--- src/rtl/fifo_arb_pkg.sv ---
// Shared types and default sizing for the FIFO write-port arbiter.
package fifo_arb_pkg;

  typedef enum logic {
    IDLE  = 1'b0,
    GRANT = 1'b1
  } arb_state_t;

  localparam int unsigned NREQ_DEF  = 4;
  localparam int unsigned DSIZE_DEF = 8;
  localparam int unsigned BURST_DEF = 4;
  localparam int unsigned BCNT_W    = 8;

endpackage

--- src/rtl/rr_pick.sv ---
// Rotating-priority search: first set req at or above rr_ptr, wrapping to 0.
module rr_pick
  import fifo_arb_pkg::*;
#(
  parameter  int unsigned NREQ = NREQ_DEF,
  localparam int unsigned IDW  = (NREQ > 1) ? $clog2(NREQ) : 1
) (
  input  logic [NREQ-1:0] req,
  input  logic [IDW-1:0]  rr_ptr,
  output logic [NREQ-1:0] pick,
  output logic [IDW-1:0]  pick_id,
  output logic            any
);

  always_comb begin
    logic [IDW-1:0] idx;
    pick    = '0;
    pick_id = '0;
    any     = 1'b0;
    idx     = '0;
    for (int unsigned k = 0; k < NREQ; k++) begin
      idx = IDW'((32'(rr_ptr) + k) % NREQ);
      if (!any && req[idx]) begin
        pick[idx] = 1'b1;
        pick_id   = idx;
        any       = 1'b1;
      end
    end
  end

endmodule

--- src/rtl/fifo_write_arbiter.sv ---
// Round-robin arbiter sharing one FIFO write port among NREQ requesters,
// granting bursts of up to BURST words with an idle bubble between grants.
module fifo_write_arbiter
  import fifo_arb_pkg::*;
#(
  parameter  int unsigned NREQ  = NREQ_DEF,
  parameter  int unsigned DSIZE = DSIZE_DEF,
  parameter  int unsigned BURST = BURST_DEF,
  localparam int unsigned IDW   = (NREQ > 1) ? $clog2(NREQ) : 1
) (
  input  logic                  wclk,
  input  logic                  wrst,
  input  logic [NREQ-1:0]       req,
  input  logic [NREQ-1:0]       last,
  input  logic [NREQ*DSIZE-1:0] din,
  output logic [NREQ-1:0]       gnt,
  input  logic                  wfull,
  output logic                  winc,
  output logic [DSIZE-1:0]      wdata,
  output logic [IDW-1:0]        gnt_id,
  output logic                  busy
);

  arb_state_t        state_q, state_d;
  logic [NREQ-1:0]   gnt_q, gnt_d;
  logic [IDW-1:0]    gnt_id_q, gnt_id_d;
  logic [IDW-1:0]    rr_ptr_q, rr_ptr_d;
  logic [BCNT_W-1:0] burst_cnt_q, burst_cnt_d;

  logic [NREQ-1:0]   pick;
  logic [IDW-1:0]    pick_id;
  logic              pick_any;

  logic              cur_req;
  logic              cur_last;
  logic              xfer;
  logic              rel;
  logic [BCNT_W-1:0] burst_nxt;
  logic [IDW-1:0]    ptr_after;

  rr_pick #(
    .NREQ(NREQ)
  ) u_rr_pick (
    .req    (req),
    .rr_ptr (rr_ptr_q),
    .pick   (pick),
    .pick_id(pick_id),
    .any    (pick_any)
  );

  assign busy     = (state_q == GRANT);
  assign cur_req  = req[gnt_id_q];
  assign cur_last = last[gnt_id_q];
  // A word presented while reset is asserted belongs to an abandoned burst.
  assign xfer     = busy & cur_req & ~wfull & ~wrst;

  assign winc   = xfer;
  assign wdata  = din[32'(gnt_id_q)*DSIZE +: DSIZE];
  assign gnt    = gnt_q;
  assign gnt_id = gnt_id_q;

  assign burst_nxt = burst_cnt_q + BCNT_W'(1);
  assign rel       = ~cur_req | (xfer & (cur_last | (burst_nxt == BCNT_W'(BURST))));
  assign ptr_after = (gnt_id_q == IDW'(NREQ - 1)) ? '0 : gnt_id_q + IDW'(1);

  always_comb begin
    state_d     = state_q;
    gnt_d       = gnt_q;
    gnt_id_d    = gnt_id_q;
    rr_ptr_d    = rr_ptr_q;
    burst_cnt_d = burst_cnt_q;
    case (state_q)
      IDLE: begin
        if (pick_any) begin
          state_d     = GRANT;
          gnt_d       = pick;
          gnt_id_d    = pick_id;
          burst_cnt_d = '0;
        end
      end
      GRANT: begin
        if (xfer) begin
          burst_cnt_d = burst_nxt;
        end
        if (rel) begin
          state_d  = IDLE;
          gnt_d    = '0;
          gnt_id_d = '0;
          rr_ptr_d = ptr_after;
        end
      end
      default: begin
        state_d  = IDLE;
        gnt_d    = '0;
        gnt_id_d = '0;
      end
    endcase
  end

  always_ff @(posedge wclk) begin
    if (wrst) begin
      state_q     <= IDLE;
      gnt_q       <= '0;
      gnt_id_q    <= '0;
      rr_ptr_q    <= '0;
      burst_cnt_q <= '0;
    end else begin
      state_q     <= state_d;
      gnt_q       <= gnt_d;
      gnt_id_q    <= gnt_id_d;
      rr_ptr_q    <= rr_ptr_d;
      burst_cnt_q <= burst_cnt_d;
    end
  end

endmodule

--- config.mk ---
export PLATFORM = sky130hd
export DESIGN_NAME = fifo_write_arbiter
export DESIGN_NICKNAME = d
export VERILOG_FILES = /design/src/rtl/fifo_arb_pkg.sv /design/src/rtl/rr_pick.sv /design/src/rtl/fifo_write_arbiter.sv
export SDC_FILE = /design/constraint.sdc
export NUM_CORES = 1
export LEC_CHECK = 0
export ABC_AREA = 1
export BUFFER_PORTS_ARGS = -buffer_cell sky130_fd_sc_hd__buf_4
export CORE_MARGIN = 8
export CORE_UTILIZATION = 53
export DETAILED_ROUTE_END_ITERATION = 10
export PLACE_DENSITY = 0.81
export SETUP_SLACK_MARGIN = 0.5
export SLEW_MARGIN = 10
export SYNTH_ARGS = -nofsm -noshare
export SYNTH_HDL_FRONTEND = slang
export SYNTH_SLANG_ARGS = --single-unit
--- constraint.sdc ---
create_clock -name wclk -period 3.6 [get_ports wclk]
set_input_delay 0.72 -clock wclk [delete_from_list [all_inputs] [get_ports wclk]]
set_output_delay 0.72 -clock wclk [all_outputs]
set_load 0.01 [all_outputs]
; Word level (Yosys, flattened, before mapping)
; Index checks and enable logic that the tools add are counted.
[totals]
wordCells = 96
output_inout_bits = 16
reg_bits = 17
[classes]
n_lt_le_gt_ge = 9
n_reduce_logical = 13
n_addsub = 5
bitwise_logic = 13
shift = 1
muxes = 45
eq_ne = 5
[ops]
columns = op, n
row1 = $shiftx 32x6->8, 1
row2 = $mux 4, 6
row3 = $mux 1, 16
row4 = $mux 8, 2
row5 = $pmux 8 s2, 1
row6 = $lt 2x3->1 const B, 5
row7 = $mux 2, 7
row8 = $bmux 1 s2, 6
row9 = $or 4x4->4, 3
row10 = $add 8x1->8 const B, 1
row11 = $demux 1 s2, 4
row12 = $eq 8x3->1 const B, 1
row13 = $ge 2x1->1 const B, 4
row14 = $pmux 4 s2, 1
row15 = $logic_and 1x1->1, 7
row16 = $reduce_and 2->1, 3
row17 = $add 2x1->2 const B, 2
row18 = $add 2x2->2 const B, 2
row19 = $and 1x1->1, 4
row20 = $ne 2x1->1 const B, 2
row21 = $not 1->1, 4
row22 = $pmux 2 s2, 1
row23 = $logic_not 1->1, 3
row24 = $eq 2x2->1 const B, 1
row25 = other kinds (3), 4

; Logic depth before layout (Yosys ltp)
; Gate-level depths: netlist (run 1).
[logic_depth]
word_depth = 14
mapped_depth = 14
depth_no_buf = 14

; By module
; A second synthesis (run 1) with hierarchy kept.
[hier_totals]
hier_cells = 259
hier_area_um2 = 1579.0
[modules_own_cells]
columns = mod, cells_each, instances, area_per_inst_um2, seq_area_each_um2
row1 = fifo_write_arbiter, 185, 1, 1138.6, 340.3
row2 = rr_pick, 74, 1, 440.4, 0.0

; Worst setup path after synthesis (run 1)
; No wires, ideal clock.
[synth_path]
path_kind = input port to output port
startpoint = in req[0]
endpoint = out winc
slack_ps = 1527
n_path_buf = 1
t_arrival_ps = 1353
cell_stages = 5
required_time_ps = 2880
path_cell_list = inv_1 o21ai_0 nand2_1 nor4_4 buf_6
[synth_between]
elab_chain_cells = 5
[synth_lines]
columns = element, line_no
row1 = from (decl), fifo_write_arbiter.sv:13  ; input logic [NREQ-1:0] req,
row2 = $bmux 1 s2, fifo_write_arbiter.sv:52  ; assign cur_req = req[gnt_id_q];
row3 = $mux 1 (not written as such), fifo_write_arbiter.sv:52
row4 = $and 1x1->1 (3 in a row), fifo_write_arbiter.sv:55  ; assign xfer = busy & cur_req & ~wfull & ~wrst;
row5 = to (decl), fifo_write_arbiter.sv:18  ; output logic winc,
; No other way between the ends. The select of a mux whose other input is x is not followed.

; Worst setup path after layout (run 1)
[layout_path]
startpoint = reg gnt_id_q[1] (netlist: gnt_id[1])
endpoint = out winc
[layout_between]
elab_chain_cells = 5
[layout_lines]
columns = element, line_no
row1 = from (decl), fifo_write_arbiter.sv:26  ; logic [IDW-1:0] gnt_id_q, gnt_id_d;
row2 = from (signal assigned), fifo_write_arbiter.sv:110  ; gnt_id_q <= gnt_id_d;
row3 = $bmux 1 s2, fifo_write_arbiter.sv:52
row4 = $mux 1 (not written as such), fifo_write_arbiter.sv:52
row5 = $and 1x1->1 (3 in a row), fifo_write_arbiter.sv:55
; No other way between the ends. The select of a mux whose other input is x is not followed.

==> reports/results.ini, run 1 <==
[clocking]
cts_sinks = 17
cts_buffers = 3
htree_levels = 1
clock_latency_ns = 0.29
cts_root_buf = clkbuf_4
cts_buffer_depth = 2
cts_tree = built
ctsHoldBuffers = 0
path_clk_slew_ns = 0.10

[setup_path]
crit_path_start = gnt_id[1]
cp.arrival_ns = 1.79
ff2ff_setup_slack_ns = 1.18
crit_fanout = 13
reg2reg_to = burst_cnt_q[7]
end_kind = output pin
setup.worst_path.end = winc
regToRegStartpoint = rr_ptr_q[0]
start_kind = register
path_class = reg2out
required_ns = 2.88
reg2reg_depth = 13
cp.buffers_inverters = 2
slowest_stage = dfxtp_1
path_cells = inv_1, a21oi_1, o21ai_0, nand2_1, nor4_4, buf_4
path_delay_family = flip-flops
slowest_delay_ns = 0.60
cp_num_cells = 6

[hold_path]
hp-class = reg2reg
hp-start = burst_cnt_q[7]

[grt]
grt_max_degree = 28
grt_use_total = 0.170
grt_first_pass_wirelength_um = 7250
antenna_found_initial = 0
grt_pass1_vias = 1632
grt-ovfl-total = 0

[routing]
num_vias = 1736
wl_um = 4270
dr.first_iter.drc_count = 160
dr.pass1.iters = 4
viasPerCell = 5.23
wl_per_cell_um = 12.9
drcViolationCount = 0
drtAntennaViolNets = 0

[power_and_ir_drop]
ir_drop_mv = 0.466
p_per_area_mw_per_mm2 = 592
p_leak_uw = 0.000936

[layout]
mostFrequentLayoutCell = buf_4
layout_common_cells = buf_4, nand2_1, nor2_1
fin_nets = 354
diodes = 0
drive_gt1_frac = 0.302
area_growth_pct = 29.7
finalInstanceArea_sq_mm = 0.00203
fin_cells = 332

[floorplanning]
ios = 59
die_x_um = 70.3
rows = 19
start_util = 0.561
core_sq_mm = 0.00278
die_area_sq_mm = 0.00494
die_h_um = 70.3

[sta]
fmax_ghz = 0.399
fin_ws_ns = 1.09
finalCritPeriodShare = 0.697
max_slew_margin = 0.648
min_period_ns = 2.51
setup_violations = 0
tightestPinTransition_ns = 0.527
finalSetupTns_ns = 0
drv_slew = 0
rsz0062_at_grt = no
clock_skew_ns = 0.00544
hold_viol_final = 0
fin_hold_ws_ns = 0.491

[placement]
dp_hpwl_um = 3370
place_inst = 328
place.gp.congestion = 0.866
io_buffers = 58
dpl_cell_area_sq_mm = 0.00200
dp_slack_ns = 1.12

[yosys]
syn_area_sq_mm = 0.00156
yosys_register_bits = 17
synth_nets = 298
synth.avg_cell_area_sq_um = 6.35
yosysWarnings = 0
synthCells = 246
synth_seq_area_share = 0.218
synth.distinct_cells = 27

[outcome]
status = finished clean

[run]
drv_cap = 0

==> stage by stage <==
stage               power (uW)   util
finish                    1200  0.728
CTS                       1200  0.728
global placement          1090  0.718
floorplan                  834      -
global route              1310  0.728
detailed placement        1100  0.718
==> repair_timing <==
action | 4_1_cts | 5_1_grt
endpoints found under the setup margin | 0 | 1
buffers inserted | 0 | 0
endpoints found under the hold margin | 0 | 0
resized for setup | 0 | 1
==> sequential cells by signal, indices dropped and copies added (netlist names) <==
register,count
burst_cnt_q,8
busy,1
gnt,4
gnt_id,2
rr_ptr_q,2
==> cells by family after synthesis <==
kind of cell / after synthesis / synth area share
AND/OR/NAND/NOR: 129 / 0.385
AO/OA/AOI/OAI: 59 / 0.233
buffers and inverters: 31 / 0.0865
flip-flops: 17 / 0.218
adder cells (fa/ha/maj): 9 / 0.0721
XOR/XNOR: 1 / 0.00561
==> metal layers <==
layer  track usage  wire length [um]  up-vias
li1              -                 -      923
met1         0.188              1800      767
met2         0.314              2230       38
met3        0.0268               169        8
met4        0.0603                65        0
met5             0                 0        -
==> how the worst min path moves through the flow <==
stage	endpoint	cells after the start
2_1_floorplan	burst_cnt_q[7]	2
3_3_place_gp	burst_cnt_q[7]	2
3_5_place_dp	gnt[0]	2
4_1_cts	gnt[0]	2
5_1_grt	burst_cnt_q[7]	2
6_report	burst_cnt_q[7]	2
==> final cells by class <==
| type | instances | area (sq um) |
|---|---|---|
| Fill cell | 250 | 756 |
| Tap cell | 31 | 38.8 |
| Clock buffer | 3 | 22.5 |
| Multi-Input combinational cell | 198 | 1090 |
| Inverter | 23 | 88.8 |
| Sequential cell | 17 | 342 |
| Clock inverter | 1 | 5.00 |
| Timing Repair Buffer | 59 | 443 |
==> worst min-delay path, stage by stage, from the launching register on <==
cell and delay [ns]:
dfxtp_1 0.34, nand2_2 0.07, a21oi_2 0.04
==> power by group <==
group	switching (uW)	total (uW)	internal [uW]	leakage, uW
clock network	63.2	105	41.3	0.0000177
registers	82.8	308	225	0.000139
logic	461	786	325	0.000779
==> cells in the mapped netlist (all sizes together) <==
cell     n  area share
nor4     1       0.014
xor2     1      0.0056
nor2    41        0.11
nand4    1      0.0040
a21oi   16       0.068
ha       9       0.072
a32o     1      0.0064
buf      3       0.018
o22ai    8       0.032
clkbuf   5       0.012
o21ai   29        0.10
nand2   64        0.18
a22oi    4       0.019
dfxtp   17        0.22
inv     23       0.057
nand3   21       0.071
nand3b   1      0.0048
o21bai   1      0.0048
No activity file was read; power rests on OpenSTA's default activity.
==> run 2: changes to the inputs <==
--- a/config.mk
+++ b/config.mk
@@ -8,9 +8,9 @@
 export ABC_AREA = 1
 export BUFFER_PORTS_ARGS = -buffer_cell sky130_fd_sc_hd__buf_4
 export CORE_MARGIN = 8
-export CORE_UTILIZATION = 53
+export CORE_UTILIZATION = 49
 export DETAILED_ROUTE_END_ITERATION = 10
-export PLACE_DENSITY = 0.81
+export PLACE_DENSITY = 0.76
 export SETUP_SLACK_MARGIN = 0.5
 export SLEW_MARGIN = 10
 export SYNTH_ARGS = -nofsm -noshare
==> constraint.sdc (replaced) <==
create_clock -name wclk -period 2.5 [get_ports wclk]
set_input_delay 0.5 -clock wclk [delete_from_list [all_inputs] [get_ports wclk]]
set_output_delay 0.5 -clock wclk [all_outputs]
set_load 0.01 [all_outputs]
==> reports/results.ini, run 2 (synthesized netlist as in run 1, its figures left out) <==
[outcome]
status = finished clean

[grt]
grt_pass1_vias = 1678  ; +2.8%
grt_max_degree = 16  ; -43%
grt_first_pass_wirelength_um = 7670  ; +5.8%
grt_use_total = 0.178  ; +0.00781
grt-ovfl-total = 0  ; unchanged
antenna_found_initial = 0  ; unchanged

[setup_path]
cp.buffers_inverters = 3  ; +1
cp_common_cell = buf_4
path_cells = buf_12, buf_4, o21ai_0, o22ai_1, buf_4
path_class = reg2out
required_ns = 2.00  ; -0.88 ns
crit_path_start = gnt_id[0]
start_kind = register
cp.arrival_ns = 1.43  ; -0.36 ns
regToRegStartpoint = rr_ptr_q[1]
path_delay_family = buffers and inverters
slowest_delay_ns = 0.42  ; -0.18 ns
slowest_stage = dfxtp_4
crit_fanout = 14  ; +1
end_kind = output pin

[sta]
setup_violations = 0  ; unchanged
fin_hold_ws_ns = 0.490  ; -0.00116 ns
clock_skew_ns = 0.0131  ; +0.00770 ns
tightestPinTransition_ns = 0.320  ; -0.207 ns
drv_slew = 0  ; unchanged
fmax_ghz = 0.518
rsz0062_at_grt = yes
hold_viol_final = 0  ; unchanged
fin_ws_ns = 0.570  ; -0.521 ns
finalCritPeriodShare = 0.772
min_period_ns = 1.93
finalSetupTns_ns = 0  ; unchanged
max_slew_margin = 0.786  ; +0.138

[routing]
drcViolationCount = 0  ; unchanged
wl_um = 4740  ; +11%
num_vias = 1821  ; +4.9%
drtAntennaViolNets = 0  ; unchanged
dr.first_iter.drc_count = 103  ; -36%
wl_per_cell_um = 13.3  ; +3.1%
viasPerCell = 5.09  ; -2.7%
dr.pass1.iters = 4  ; unchanged

[floorplanning]
rows = 20  ; +1
die_area_sq_mm = 0.00525  ; +6.3%
die_x_um = 72.5  ; +3.1%
ios = 59  ; unchanged
core_sq_mm = 0.00305  ; +9.8%
start_util = 0.511  ; -0.0499
die_h_um = 72.5  ; +3.1%

[placement]
dp_slack_ns = 0.415  ; -0.705 ns
io_buffers = 58  ; unchanged
dp_hpwl_um = 3600  ; +6.9%
place.gp.congestion = 0.880  ; +1.6%

[run]
drv_cap = 0  ; unchanged

[hold_path]
hp-start = burst_cnt_q[7]
hp-class = reg2reg

[layout]
regMostFlops = burst_cnt_q
largest_reg_flops = 8  ; unchanged
nFillCells = 287  ; +15%
area_growth_pct = 41.5
layout_common_cells = buf_4, nand2_1, nor2_1
regArea_sq_um = 353  ; +3.3%
multi_input_area_sq_mm = 0.00112  ; +2.9%
fin_nets = 367  ; +3.7%
diodes = 0  ; unchanged
mostFrequentLayoutCell = buf_4
drive_gt1_frac = 0.382  ; +0.0798

[power_and_ir_drop]
ir_drop_mv = 0.464  ; -0.53%
p_per_area_mw_per_mm2 = 891  ; +51%
p_leak_uw = 0.00101  ; +8.1%
power_uw = 1970  ; +64%

[clocking]
cts_sinks = 17  ; unchanged
ctsHoldBuffers = 0  ; unchanged
cts_buffers = 3  ; unchanged
cts_tree = built
path_clk_slew_ns = 0.11  ; about the same
cts_buffer_depth = 2  ; unchanged
cts_root_buf = clkbuf_4
htree_levels = 1  ; unchanged
clock_latency_ns = 0.30  ; about the same

run 2: changes by cell type in the layout (fill, tap and decap cells not counted), sizes merged:
cell and change:
inv -2, clkinvlp +2, buf +13
run 2: final cells by class:
cell class | instances | area share
multi-input cells | 198 | 0.506
repair buffers | 72 | 0.252
flip-flops and latches | 17 | 0.160
inverters | 23 | 0.0442
well taps | 44 | 0.0249
clock buffers | 3 | 0.0102
clock inverters | 1 | 0.00340
run 2: worst reg2reg max path, delay by kind of cell, from the launching register on:
| family | cells | cell delay [ns] |
|---|---|---|
| AND/OR/NAND/NOR | 8 | 0.81 |
| flip-flops | 1 | 0.37 |
| buffers and inverters | 3 | 0.25 |
| adder cells (fa/ha/maj) | 1 | 0.23 |
| AO/OA/AOI/OAI | 1 | 0.12 |
run 2: metal layers:
metal | vias to the layer above | track usage | routed length [um] | share of wire
met5 | - | 0 | 0 | 0
met1 | 825 | 0.210 | 2020 | 0.43
li1 | 949 | - | - | -
met2 | 43 | 0.321 | 2490 | 0.52
met4 | 0 | 0.0400 | 29 | 0.0061
met3 | 4 | 0.0331 | 210 | 0.044
run 2: worst paths after layout:
kind,end,cells past startpoint,slack (ns)
min reg2reg,burst_cnt_q[7],2,0.49
min,burst_cnt_q[7],2,0.49
max reg2reg,burst_cnt_q[1],13,0.64
max,wdata[2],5,0.57
run 2: stage by stage:
stage               utilization  std cells  cell area, sq um
floorplan                     -        246              1560
global placement          0.667        344              2040
detailed placement        0.667        344              2040
CTS                       0.703        354              2150
global route              0.724        358              2210
finish                    0.724        358              2210
run 2: power by group:
part	total, uW	switching (uW)	internal (uW)
clock	154	92.9	60.8
sequential	389	57.5	332
combinational	1430	801	625
total	1970	951	1020
run 2: what timing repair did:
action,4_1_cts,5_1_grt
gates resized for setup,12,22
setup endpoints to repair,17,26
pin swaps,4,4
setup buffers,6,4
==> run 3: changes to the inputs <==
==> constraint.sdc (replaced) <==
create_clock -name wclk -period 1.9 [get_ports wclk]
set_input_delay 0.38 -clock wclk [delete_from_list [all_inputs] [get_ports wclk]]
set_output_delay 0.38 -clock wclk [all_outputs]
set_load 0.01 [all_outputs]
==> reports/results.ini, run 3 (synthesized netlist as in run 1, its figures left out) <==
[sta]
max_slew_margin = 0.827  ; +0.0409
finalSetupTns_ns = 0  ; unchanged
min_period_ns = 1.83
rsz0062_at_grt = yes
fin_ws_ns = 0.0721  ; -0.498 ns
setup_violations = 0  ; unchanged
clock_skew_ns = 0.0110  ; -0.00211 ns
drv_slew = 0  ; unchanged
hold_viol_final = 0  ; unchanged
finalCritPeriodShare = 0.962
tightestPinTransition_ns = 0.258  ; -0.0621 ns
fmax_ghz = 0.547

[clocking]
clock_latency_ns = 0.29  ; about the same
cts_root_buf = clkbuf_4
cts_tree = built
htree_levels = 1  ; unchanged
cts_buffer_depth = 2  ; unchanged
cts_buffers = 3  ; unchanged
cts_sinks = 17  ; unchanged
path_clk_slew_ns = 0.11  ; about the same

[grt]
grt_first_pass_wirelength_um = 7780  ; +1.4%
grt_most_used_layer = met2
use_met2 = 0.340  ; +0.0191
grt_use_total = 0.181  ; +0.00276
grt_util_met3 = 0.0248  ; -0.00826
use_met1 = 0.207  ; -0.00252
grt_pass1_vias = 1717  ; +2.3%
grt_max_degree = 18  ; +2
antenna_found_initial = 0  ; unchanged
grt-ovfl-total = 0  ; unchanged

[routing]
viasPerCell = 5.04  ; -0.91%
drcViolationCount = 0  ; unchanged
dr.pass1.iters = 4  ; unchanged
dr.first_iter.drc_count = 118  ; +15%
num_vias = 1865  ; +2.4%
drtAntennaViolNets = 0  ; unchanged
wl_per_cell_um = 13.3  ; about the same
wl_um = 4900  ; +3.4%

[layout]
layout_common_cells = buf_4, nand2_1, nor2_1
diodes = 0  ; unchanged
mostFrequentLayoutCell = buf_4
drive_gt1_frac = 0.445  ; +0.0626
final_util = 0.768  ; +0.0447
largest_reg_flops = 8  ; unchanged
fin_nets = 379  ; +3.3%
regMostFlops = burst_cnt_q
finalInstanceArea_sq_mm = 0.00235  ; +6.2%
area_growth_pct = 50.2

[setup_path]
reg2reg_to = gnt_id[1]
crit_path_start = rr_ptr_q[0]
path_class = reg2reg
crit_fanout = 4  ; -10
ff2ff_setup_slack_ns = 0.07  ; -0.57 ns
start_kind = register
cp.arrival_ns = 2.03  ; +0.60 ns
reg2reg_depth = 12  ; -1
end_kind = register
regToRegStartpoint = rr_ptr_q[0]
required_ns = 2.10  ; +0.10 ns

[floorplanning]
die_h_um = 72.5  ; unchanged
ios = 59  ; unchanged
rows = 20  ; unchanged
core_sq_mm = 0.00305  ; unchanged
die_x_um = 72.5  ; unchanged
die_area_sq_mm = 0.00525  ; unchanged
start_util = 0.511  ; unchanged

[hold_path]
hp-class = in2reg
hold_depth = 2  ; unchanged
worstHoldEndpoint = burst_cnt_q[1]
hp-start = wrst

[power_and_ir_drop]
p_leak_uw = 0.00107  ; +6.1%
p_clk_frac = 0.068  ; -0.010
seqPwrFrac = 0.185  ; -0.013
swShare = 0.477  ; -0.00618
intPower_uw = 1480  ; +46%
ir_drop_mv = 0.527  ; +14%
p_per_area_mw_per_mm2 = 1210  ; +36%
switchingPower_uw = 1350  ; +42%
combPwrFrac = 0.747  ; +0.023

[outcome]
status = finished clean

[placement]
dpl_cell_area_sq_mm = 0.00212  ; +4.0%
dp_slack_ns = 0.0425  ; -0.373 ns
dp_hpwl_um = 3620  ; +0.40%
io_buffers = 58  ; unchanged
place.gp.congestion = 0.786  ; -11%

[run]
drv_cap = 0  ; unchanged

run 3: through the flow:
| step | hold slack [ns] | power [uW] | std cells |
|---|---|---|---|
| floorplan | 0.442 | 1680 | 246 |
| global placement | 0.470 | 2280 | 352 |
| detailed placement | 0.474 | 2290 | 352 |
| CTS | 0.384 | 2620 | 365 |
| global route | 0.376 | 3050 | 370 |
| finish | 0.390 | 2840 | 370 |
run 3: layout make-up:
class | count | area, sq um
timing repair buffer | 83 | 646
tap | 44 | 55.1
clock inverter | 1 | 5.00
multi-input combinational | 199 | 1160
sequential | 17 | 360
fill | 248 | 707
inverter | 23 | 96.3
clock buffer | 3 | 22.5
run 3: worst max path at each step:
stage	endpoint	depth (start not counted)	slack, ns
2_1_floorplan	burst_cnt_q[3]	13	0.07
3_3_place_gp	burst_cnt_q[2]	14	0.08
3_5_place_dp	burst_cnt_q[3]	14	0.04
4_1_cts	winc	5	0.08
5_1_grt	burst_cnt_q[2]	13	-0.01
6_report	gnt_id[1]	12	0.07
run 3: power groups by stage:
stage	logic, uW	clock network (uW)	registers (uW)
final	2120	194	524
after global placement	1750	0	528
after global routing	2300	222	531
after floorplan	1140	0	532
after detailed placement	1760	0	529
after CTS	1910	198	511
run 3: timing repair:
action                     4_1_cts  5_1_grt
gates resized for setup         27       18
pin swaps                        5       10
hold endpoints to repair         0        0
setup buffers                    8        5
hold buffers                     0        0
cloned                           1        0
setup endpoints to repair       27       27
run 3: layer usage:
| metal | wire length [um] | up-vias |
|---|---|---|
| li1 | - | 985 |
| met1 | 2100 | 859 |
| met2 | 2650 | 19 |
| met3 | 115 | 2 |
| met4 | 34 | 0 |
| met5 | 0 | - |
run 3: worst max-delay path, cell delays in order, from the launching register on:
cell and delay [ns]:
dfxtp_2 0.37, inv_4 0.05, ha_4 0.25, inv_2 0.06, nand2_2 0.05, nand2_2 0.09
nand3_4 0.08, nor2_4 0.19, nand2_4 0.09, nand2_8 0.08, buf_4 0.12, nand3_1 0.12
a21oi_2 0.20
